<file path="src/rtl/adj_map_arb_pkg.sv">
// Shared types and constants for the two-requester adjacency-map arbiter.
package adj_map_arb_pkg;

    localparam int unsigned NUM_REQ = 2;
    localparam int unsigned NODE_W  = 10;

    typedef logic [NODE_W-1:0] node_t;

    typedef enum logic [1:0] {
        StIdle,
        StQuery,
        StReply
    } state_e;

endpackage

</file>
<file path="src/rtl/adj_map_rr_pick.sv">
// Two-way round-robin pick: a lone requester wins, a tie goes to the
// requester that did not complete the previous transaction.
module adj_map_rr_pick
    import adj_map_arb_pkg::*;
(
    input  logic [NUM_REQ-1:0] req_i,
    input  logic               last_i,
    output logic               gnt_o
);

    always_comb begin
        gnt_o = 1'b0;
        case (req_i)
            2'b11:   gnt_o = ~last_i;
            2'b10:   gnt_o = 1'b1;
            default: gnt_o = 1'b0;
        endcase
    end

endmodule

</file>
<file path="src/rtl/adj_map_arbiter.sv">
// Arbitrates two requesters onto one adjacency-map query/reply port; a
// transaction is one query handshake plus every reply beat up to the terminal one.
module adj_map_arbiter #(
    parameter int unsigned NODE_WIDTH = 10,
    parameter int unsigned CNT_WIDTH  = 16
) (
    input  logic                    clk,
    input  logic                    rst_n,

    input  logic [1:0]              req_query_valid,
    output logic [1:0]              req_query_ready,
    input  logic [2*NODE_WIDTH-1:0] req_query_data,
    output logic [1:0]              req_reply_valid,
    input  logic [1:0]              req_reply_ready,
    output logic [NODE_WIDTH-1:0]   req_reply_data,
    output logic                    req_reply_last,
    output logic                    req_reply_no_edges_found,

    output logic                    query_valid,
    input  logic                    query_ready,
    output logic [NODE_WIDTH-1:0]   query_data,
    input  logic                    reply_valid,
    output logic                    reply_ready,
    input  logic [NODE_WIDTH-1:0]   reply_data,
    input  logic                    reply_last,
    input  logic                    reply_no_edges_found,

    output logic                    grant_id,
    output logic                    busy,
    output logic [CNT_WIDTH-1:0]    grant_cnt0,
    output logic [CNT_WIDTH-1:0]    grant_cnt1
);

    import adj_map_arb_pkg::*;

    localparam logic [CNT_WIDTH-1:0] CntMax = '1;

    state_e               state_q, state_d;
    logic                 grant_q, grant_d;
    logic                 last_q, last_d;
    logic [CNT_WIDTH-1:0] cnt0_q, cnt0_d;
    logic [CNT_WIDTH-1:0] cnt1_q, cnt1_d;
    logic                 pick;
    logic                 terminal;

    adj_map_rr_pick u_rr_pick (
        .req_i  (req_query_valid),
        .last_i (last_q),
        .gnt_o  (pick)
    );

    // Reply payload is broadcast; only the valid/ready pair is steered.
    assign req_reply_data           = reply_data;
    assign req_reply_last           = reply_last;
    assign req_reply_no_edges_found = reply_no_edges_found;
    assign query_data = grant_q ? req_query_data[2*NODE_WIDTH-1:NODE_WIDTH]
                                : req_query_data[NODE_WIDTH-1:0];

    assign grant_id = grant_q;
    assign busy     = (state_q != StIdle);
    assign grant_cnt0 = cnt0_q;
    assign grant_cnt1 = cnt1_q;

    assign terminal = reply_valid && reply_ready && (reply_last || reply_no_edges_found);

    always_comb begin
        state_d         = state_q;
        grant_d         = grant_q;
        last_d          = last_q;
        cnt0_d          = cnt0_q;
        cnt1_d          = cnt1_q;
        query_valid     = 1'b0;
        req_query_ready = 2'b00;
        req_reply_valid = 2'b00;
        reply_ready     = 1'b0;

        unique case (state_q)
            StIdle: begin
                if (|req_query_valid) begin
                    grant_d = pick;
                    state_d = StQuery;
                end
            end
            StQuery: begin
                // Granted requester may drop valid; we wait for it without re-arbitrating.
                query_valid              = req_query_valid[grant_q];
                req_query_ready[grant_q] = query_ready;
                if (query_valid && query_ready) begin
                    state_d = StReply;
                end
            end
            StReply: begin
                req_reply_valid[grant_q] = reply_valid;
                reply_ready              = req_reply_ready[grant_q];
                if (terminal) begin
                    state_d = StIdle;
                    last_d  = grant_q;
                    if (!grant_q && (cnt0_q != CntMax)) begin
                        cnt0_d = cnt0_q + CNT_WIDTH'(1);
                    end
                    if (grant_q && (cnt1_q != CntMax)) begin
                        cnt1_d = cnt1_q + CNT_WIDTH'(1);
                    end
                end
            end
            default: state_d = StIdle;
        endcase
    end

    always_ff @(posedge clk or negedge rst_n) begin
        if (!rst_n) begin
            state_q <= StIdle;
            grant_q <= 1'b0;
            last_q  <= 1'b1;
            cnt0_q  <= '0;
            cnt1_q  <= '0;
        end else begin
            state_q <= state_d;
            grant_q <= grant_d;
            last_q  <= last_d;
            cnt0_q  <= cnt0_d;
            cnt1_q  <= cnt1_d;
        end
    end

endmodule
</file>
<file path="config.mk">
export PLATFORM = sky130hd
export DESIGN_NAME = adj_map_arbiter
export DESIGN_NICKNAME = d
export VERILOG_FILES = /design/src/rtl/adj_map_arb_pkg.sv /design/src/rtl/adj_map_rr_pick.sv /design/src/rtl/adj_map_arbiter.sv
export SDC_FILE = /design/constraint.sdc
export NUM_CORES = 1
export LEC_CHECK = 0
export BUFFER_PORTS_ARGS = -buffer_cell sky130_fd_sc_hd__buf_2
export CAP_MARGIN = 25
export CORE_MARGIN = 8
export CORE_UTILIZATION = 33
export CTS_BUF_LIST = sky130_fd_sc_hd__clkbuf_2
export CTS_CLUSTER_DIAMETER = 80
export DETAILED_ROUTE_END_ITERATION = 8
export PLACE_DENSITY_LB_ADDON = 0.2
export SLEW_MARGIN = 10
export SYNTH_ARGS = -nofsm -noshare
export SYNTH_HDL_FRONTEND = slang
export SYNTH_SLANG_ARGS = --single-unit
</file>
<file path="constraint.sdc">
create_clock -name clk -period 1.8 [get_ports clk]
set_clock_uncertainty 0.05 [all_clocks]
set_input_delay 0.27 -clock clk [delete_from_list [all_inputs] [get_ports clk]]
set_output_delay 0.27 -clock clk [all_outputs]
set_load 0.005 [all_outputs]
</file>
==> run_results.csv, run 1 <==
group,metric,value,unit
clock_network,cts_max_path_buffers,2,
hold_path,min-delay-start,"req_query_valid[1]",
grt,gr-usage-met3,4.64,%
routing,wirelength,5490,µm
hold_path,hold_class,"input pin to flip-flop",
synthesis,syn_inst,200,
clock_network,clock_latency,380,ps
sta,fmax,567,MHz
synthesis,synth_area_leaders,"dfrtp_1 43%, xnor2_1 6.9%, mux2_2 5.6%",
finish,drive_gt1_share,45.9,%
routing,vias_per_cell,4.78,
clock_network,path_clk_slew,190,ps
grt,grt_pass1_wl,8690,µm
grt,grt_pass1_vias,1824,
grt,track_usage,12.2,%
outcome,status,"complete, no violations",
clock_network,clock-sinks,36,
floorplan,dieArea,8880,µm²
sta,fin_ws,35.9,ps
critical_path,crit_fanout,8,
grt,grt_max_degree,37,
power,power.total,2.48,mW
critical_path,arrival,1440,ps
synthesis,ys_types,41,
finish,final_cells,378,
place,dpl_worst_slack,-15.7,ps
sta,holdWs,111,ps
critical_path,worstPathCellList,"buf_6 -> mux2_4 -> buf_6",
run,drv_cap,0,
floorplan,die_w,94.2,µm
synthesis,avgSynthCellArea,10.1,µm²
routing,dr.pass1.iters,4,
routing,wl_per_cell,14.5,µm
synthesis,synth_top_cell_by_area,"dfrtp_1",
sta,maxSlewViolCount,0,
finish,utilization,48.2,%
power,ir_worst_vdd,0.000385,V
critical_path,critical_path_class,"flip-flop to output port",
clock_network,ctsHtreeMaxLevel,2,
floorplan,die_h,94.2,µm
finish,area_delta_synth_final,41.4,%
synthesis,synth_common_cells,"35 x dfrtp_1, 20 x nand2_1, 19 x nor2_1, 16 x xnor2_1",
synthesis,seq_area_frac_synth,44.7,%
clock_network,numCtsBuffers,5,
floorplan,ios,102,
floorplan,core-area,5920,µm²
grt,antenna_found_initial,0,
synthesis,async_flop_share,100,%
sta,hold_viol,0,
grt,grtUsageMet1,13.4,%
place,hpwl,4240,µm
grt,use_met2,21.1,%
finish,diodes,0,
synthesis,netlist_area,2020,µm²
synthesis,synth_edf_count,0,
synthesis,synth_most_common_cell,"dfrtp_1",
floorplan,placementRows,28,
grt,grt_overflow_total,0,
sta,fin_crit,1760,ps
routing,drc_errors,0,
synthesis,synthesis.nets,242,
grt,grt_busiest_layer,"met2",
sta,rsz0062_at_grt,"true",
routing,drt_iter0_markers,40,
routing,final_antenna_net_count,0,
finish,nets,344,
critical_path,critPathMaxStageDelay,450,ps
place,dp_cells,362,
synthesis,synth_top_area_share,43.4,%
critical_path,slowest_stage,"dfrtp_1",
sta,setup_viol,0,
sta,post-route-period-util,98.0,%
synthesis,synth_top_flop_cell,"dfrtp_1",
critical_path,r2r_slack,90,ps
sta,worst_slew_pin_slew,418,ps
critical_path,path_common_cell,"buf_6",
synthesis,synth-seq-cells,36,
place,gp_congestion,0.747,
sta,slew_headroom,72.0,%
floorplan,start_util,34.1,%
critical_path,critPathCaptureType,"output port",
clock_network,cts_tree,"done",
place,portBuffers,81,
clock_network,cts-root-buf,"clkbuf_2",
critical_path,cp.required,1480,ps
critical_path,startpoint,"grant_id",
synthesis,ys_warn_count,0,
critical_path,crit_path_start_kind,"flip-flop",
critical_path,r2r-start,"grant_cnt0[5]",
routing,vias,1807,
power,power_density,870,nW/µm²
power,power_leakage,1.49,nW
## where the power goes
part / switching [mW] / internal (mW) / leakage (nW)
Sequential: 0.0623 / 0.896 / 0.480
Clock: 0.278 / 0.227 / 0.0380
Combinational: 0.440 / 0.582 / 0.977
Total: 0.780 / 1.70 / 1.49
## cell type report
cell class	count	area, µm²
well taps	75	93.8
inverters	8	30.0
clock buffers	5	25.0
flip-flops and latches	36	902
multi-input cells	141	1060
clock inverters	3	37.5
repair buffers	110	704
fillers	602	3060
## metal layers
| layer | vias to the layer above | part of all wire [%] |
|---|---|---|
| met3 | 5 | 7.2 |
| met1 | 873 | 41 |
| li1 | 887 | - |
| met4 | 0 | 0.69 |
| met5 | - | 0 |
| met2 | 42 | 51 |
## logic make-up after synthesis
kind of cell	Yosys count	share of synthesized area [%]
AOI/OAI and AO/OA	14	4.59
xor gates and xnor gates	24	10.4
adders and majority gates	2	1.24
buffers and inverters	23	6.63
DFF	36	44.7
muxes	15	8.43
and+or+nand+nor	86	24.0
## flip-flops by register name, indices dropped and copies added (netlist names)
signal and flops:
grant_cnt0 16, grant_cnt1 16, grant_id 1, last_q 1, state_q 2
## repair_timing
action	4_1_cts	5_1_grt
endpoints found under the hold margin	37	0
hold buffers	2	0
gates cloned	0	0
pin swaps	0	4
setup endpoints to repair	2	29
buffers inserted	0	6
gates resized for setup	1	28
## cell usage in the layout, fill, tap and decap left out, drive strengths merged, types with 3 or more instances in the layout
| cell | Yosys | routed |
|---|---|---|
| nor2 | 19 | 19 |
| nand4 | 9 | 9 |
| nor4 | 4 | 4 |
| buf | 15 | 108 |
| nand3 | 12 | 12 |
| nor3 | 5 | 5 |
| inv | 8 | 8 |
| clkbuf | 0 | 5 |
| mux2 | 13 | 13 |
| dfrtp | 35 | 35 |
| a31oi | 3 | 3 |
| xor2 | 8 | 8 |
| nand2 | 20 | 20 |
| a21oi | 3 | 3 |
| xnor2 | 16 | 16 |
| and3 | 3 | 3 |
## final timing paths
check | end | depth (start not counted)
max | query_data[9] | 3
min in group asynchronous | grant_cnt0[7] | 3
max in group asynchronous | last_q | 3
min | grant_id | 3
max reg2reg | grant_cnt0[3] | 5
min reg2reg | grant_cnt0[8] | 1
## per-stage QoR
step	instance area (µm²)	setup TNS (ps)
finish	2860	0
global route	2860	-805
CTS	2670	-64.8
detailed placement	2580	-15.7
global placement	2580	0
floorplan	2020	0
## worst max-delay path, delay by kind of cell, from the launching register on
kind     cells  cell delay [ps]
buf+inv      2              300
flops        1              450
mux          1              320
Power figures use the tool's default switching activity.
==> inputs of run 2 (changes only) <==
==> constraint.sdc (replaced) <==
create_clock -name clk -period 1.75 [get_ports clk]
set_clock_uncertainty 0.05 [all_clocks]
set_input_delay 0.2625 -clock clk [delete_from_list [all_inputs] [get_ports clk]]
set_output_delay 0.2625 -clock clk [all_outputs]
set_load 0.005 [all_outputs]
==> run_results.csv, run 2 (synthesis results as in run 1) <==
group,metric,value,unit
outcome,status,"finished, violations left",
outcome,violations,"negative setup slack",
sta,post-route-period-util,102,%
routing,drc_errors,0,
power,power_leakage,1.50,nW
place,dpl_worst_slack,12.6,ps
routing,vias_per_cell,4.76,
floorplan,dieArea,8880,µm²
sta,fin_ws,-40.9,ps
clock_network,cts_tree,"done",
grt,grt_overflow_total,0,
sta,maxSlewViolCount,0,
grt,track_usage,12.7,%
sta,fin_crit,1790,ps
grt,grt_max_degree,37,
finish,drive_gt1_share,52.1,%
floorplan,core-area,5920,µm²
place,gp_congestion,0.785,
clock_network,path_clk_slew,200,ps
finish,nets,350,
clock_network,cts_max_path_buffers,2,
finish,stdcell_area,2920,µm²
routing,drt_iter0_markers,35,
floorplan,placementRows,28,
clock_network,ctsHtreeMaxLevel,2,
floorplan,start_util,34.1,%
finish,area_delta_synth_final,44.6,%
clock_network,numCtsBuffers,5,
place,placed_area,2620,µm²
clock_network,clock-sinks,36,
critical_path,critPathCaptureType,"output port",
clock_network,cts-root-buf,"clkbuf_2",
run,drv_cap,0,
power,ir_worst_vdd,0.000549,V
finish,fillers,585,
sta,setup_viol,11,
finish,mostFrequentLayoutCell,"buf_2",
critical_path,crit_fanout,6,
sta,rsz0062_at_grt,"true",
finish,mostFrequentLayoutCells,"71 x buf_2, 34 x dfrtp_1, 31 x buf_4",
critical_path,arrival,1480,ps
grt,grt_pass1_wl,9120,µm
sta,worst_slew_pin_slew,462,ps
power,power_density,861,nW/µm²
place,hpwl,4240,µm
routing,wirelength,5630,µm
routing,wl_per_cell,14.7,µm
hold_path,hold_class,"input pin to flip-flop",
floorplan,die_h,94.2,µm
routing,vias,1826,
sta,slew_headroom,69.2,%
sta,hold_viol,0,
routing,final_antenna_net_count,0,
floorplan,ios,102,
grt,antenna_found_initial,0,
sta,fmax,558,MHz
floorplan,die_w,94.2,µm
critical_path,crit_path_start_kind,"flip-flop",
grt,grt_pass1_vias,1917,
finish,diodes,0,
clock_network,clock_latency,390,ps
routing,dr.pass1.iters,4,
critical_path,cp.required,1440,ps
place,portBuffers,81,
critical_path,critical_path_class,"flip-flop to output port",
==> run 2: area by class of cell <==
type / count / area (µm²) / share of cell area (%)
Timing Repair Buffer: 116 / 767 / 26.3
Tap cell: 75 / 93.8 / 3.21
Inverter: 8 / 30.0 / 1.03
Multi-Input combinational cell: 141 / 1090 / 37.2
Clock buffer: 7 / 35.0 / 1.20
Sequential cell: 36 / 903 / 30.9
Clock inverter: 1 / 5.00 / 0.171
==> run 2: worst paths after layout <==
kind | start | endpoint | slack [ps] | depth (start not counted)
hold / removal | req_query_valid[0] | grant_id | 40 | 2
setup / recovery | grant_id | query_data[7] | -40 | 3
min in group asynchronous | rst_n | grant_cnt0[4] | 360 | 3
hold reg to reg | grant_cnt0[13] | grant_cnt0[13] | 460 | 1
setup reg to reg | grant_id | grant_cnt0[12] | 30 | 5
max in group asynchronous | rst_n | last_q | 920 | 3
==> run 2: power breakdown <==
| part | switching (mW) | internal [mW] | leakage [nW] |
|---|---|---|---|
| sequential | 0.0690 | 0.923 | 0.479 |
| clock | 0.276 | 0.109 | 0.0330 |
| combinational | 0.472 | 0.664 | 0.986 |
==> run 2: metrics by stage <==
step | hold WS [ps] | power, mW | std cells | TNS [ps] | utilization, %
floorplan | -83.1 | 1.45 | 200 | 0 | -
global placement | 289 | 1.80 | 368 | 0 | 44.2
detailed placement | 287 | 1.82 | 368 | 0 | 44.2
CTS | 16.0 | 2.30 | 381 | -506 | 46.1
global route | 11.1 | 2.69 | 384 | -2550 | 49.3
finish | 38.1 | 2.51 | 384 | -249 | 49.3
==> run 2: repair_timing <==
| item | 4_1_cts | 5_1_grt |
|---|---|---|
| endpoints found under the setup margin | 17 | 36 |
| buffers inserted | 4 | 2 |
| gates cloned | 0 | 1 |
| pin swaps | 2 | 7 |
| resized for setup | 7 | 36 |
| hold endpoints to repair | 35 | 0 |
| hold buffers | 1 | 0 |
==> run 2: worst max-delay path: stages (launching register included) <==
cell	delay, ps
dfrtp_2	490
clkbuf_16	180
mux2_4	300
buf_6	120
==> run 2: per-layer routing <==
layer  track usage, %  part of all wire (%)
met5                0                     0
met4             3.96                  0.94
met2             21.6                    51
met3             4.16                   6.6
met1             14.7                    42
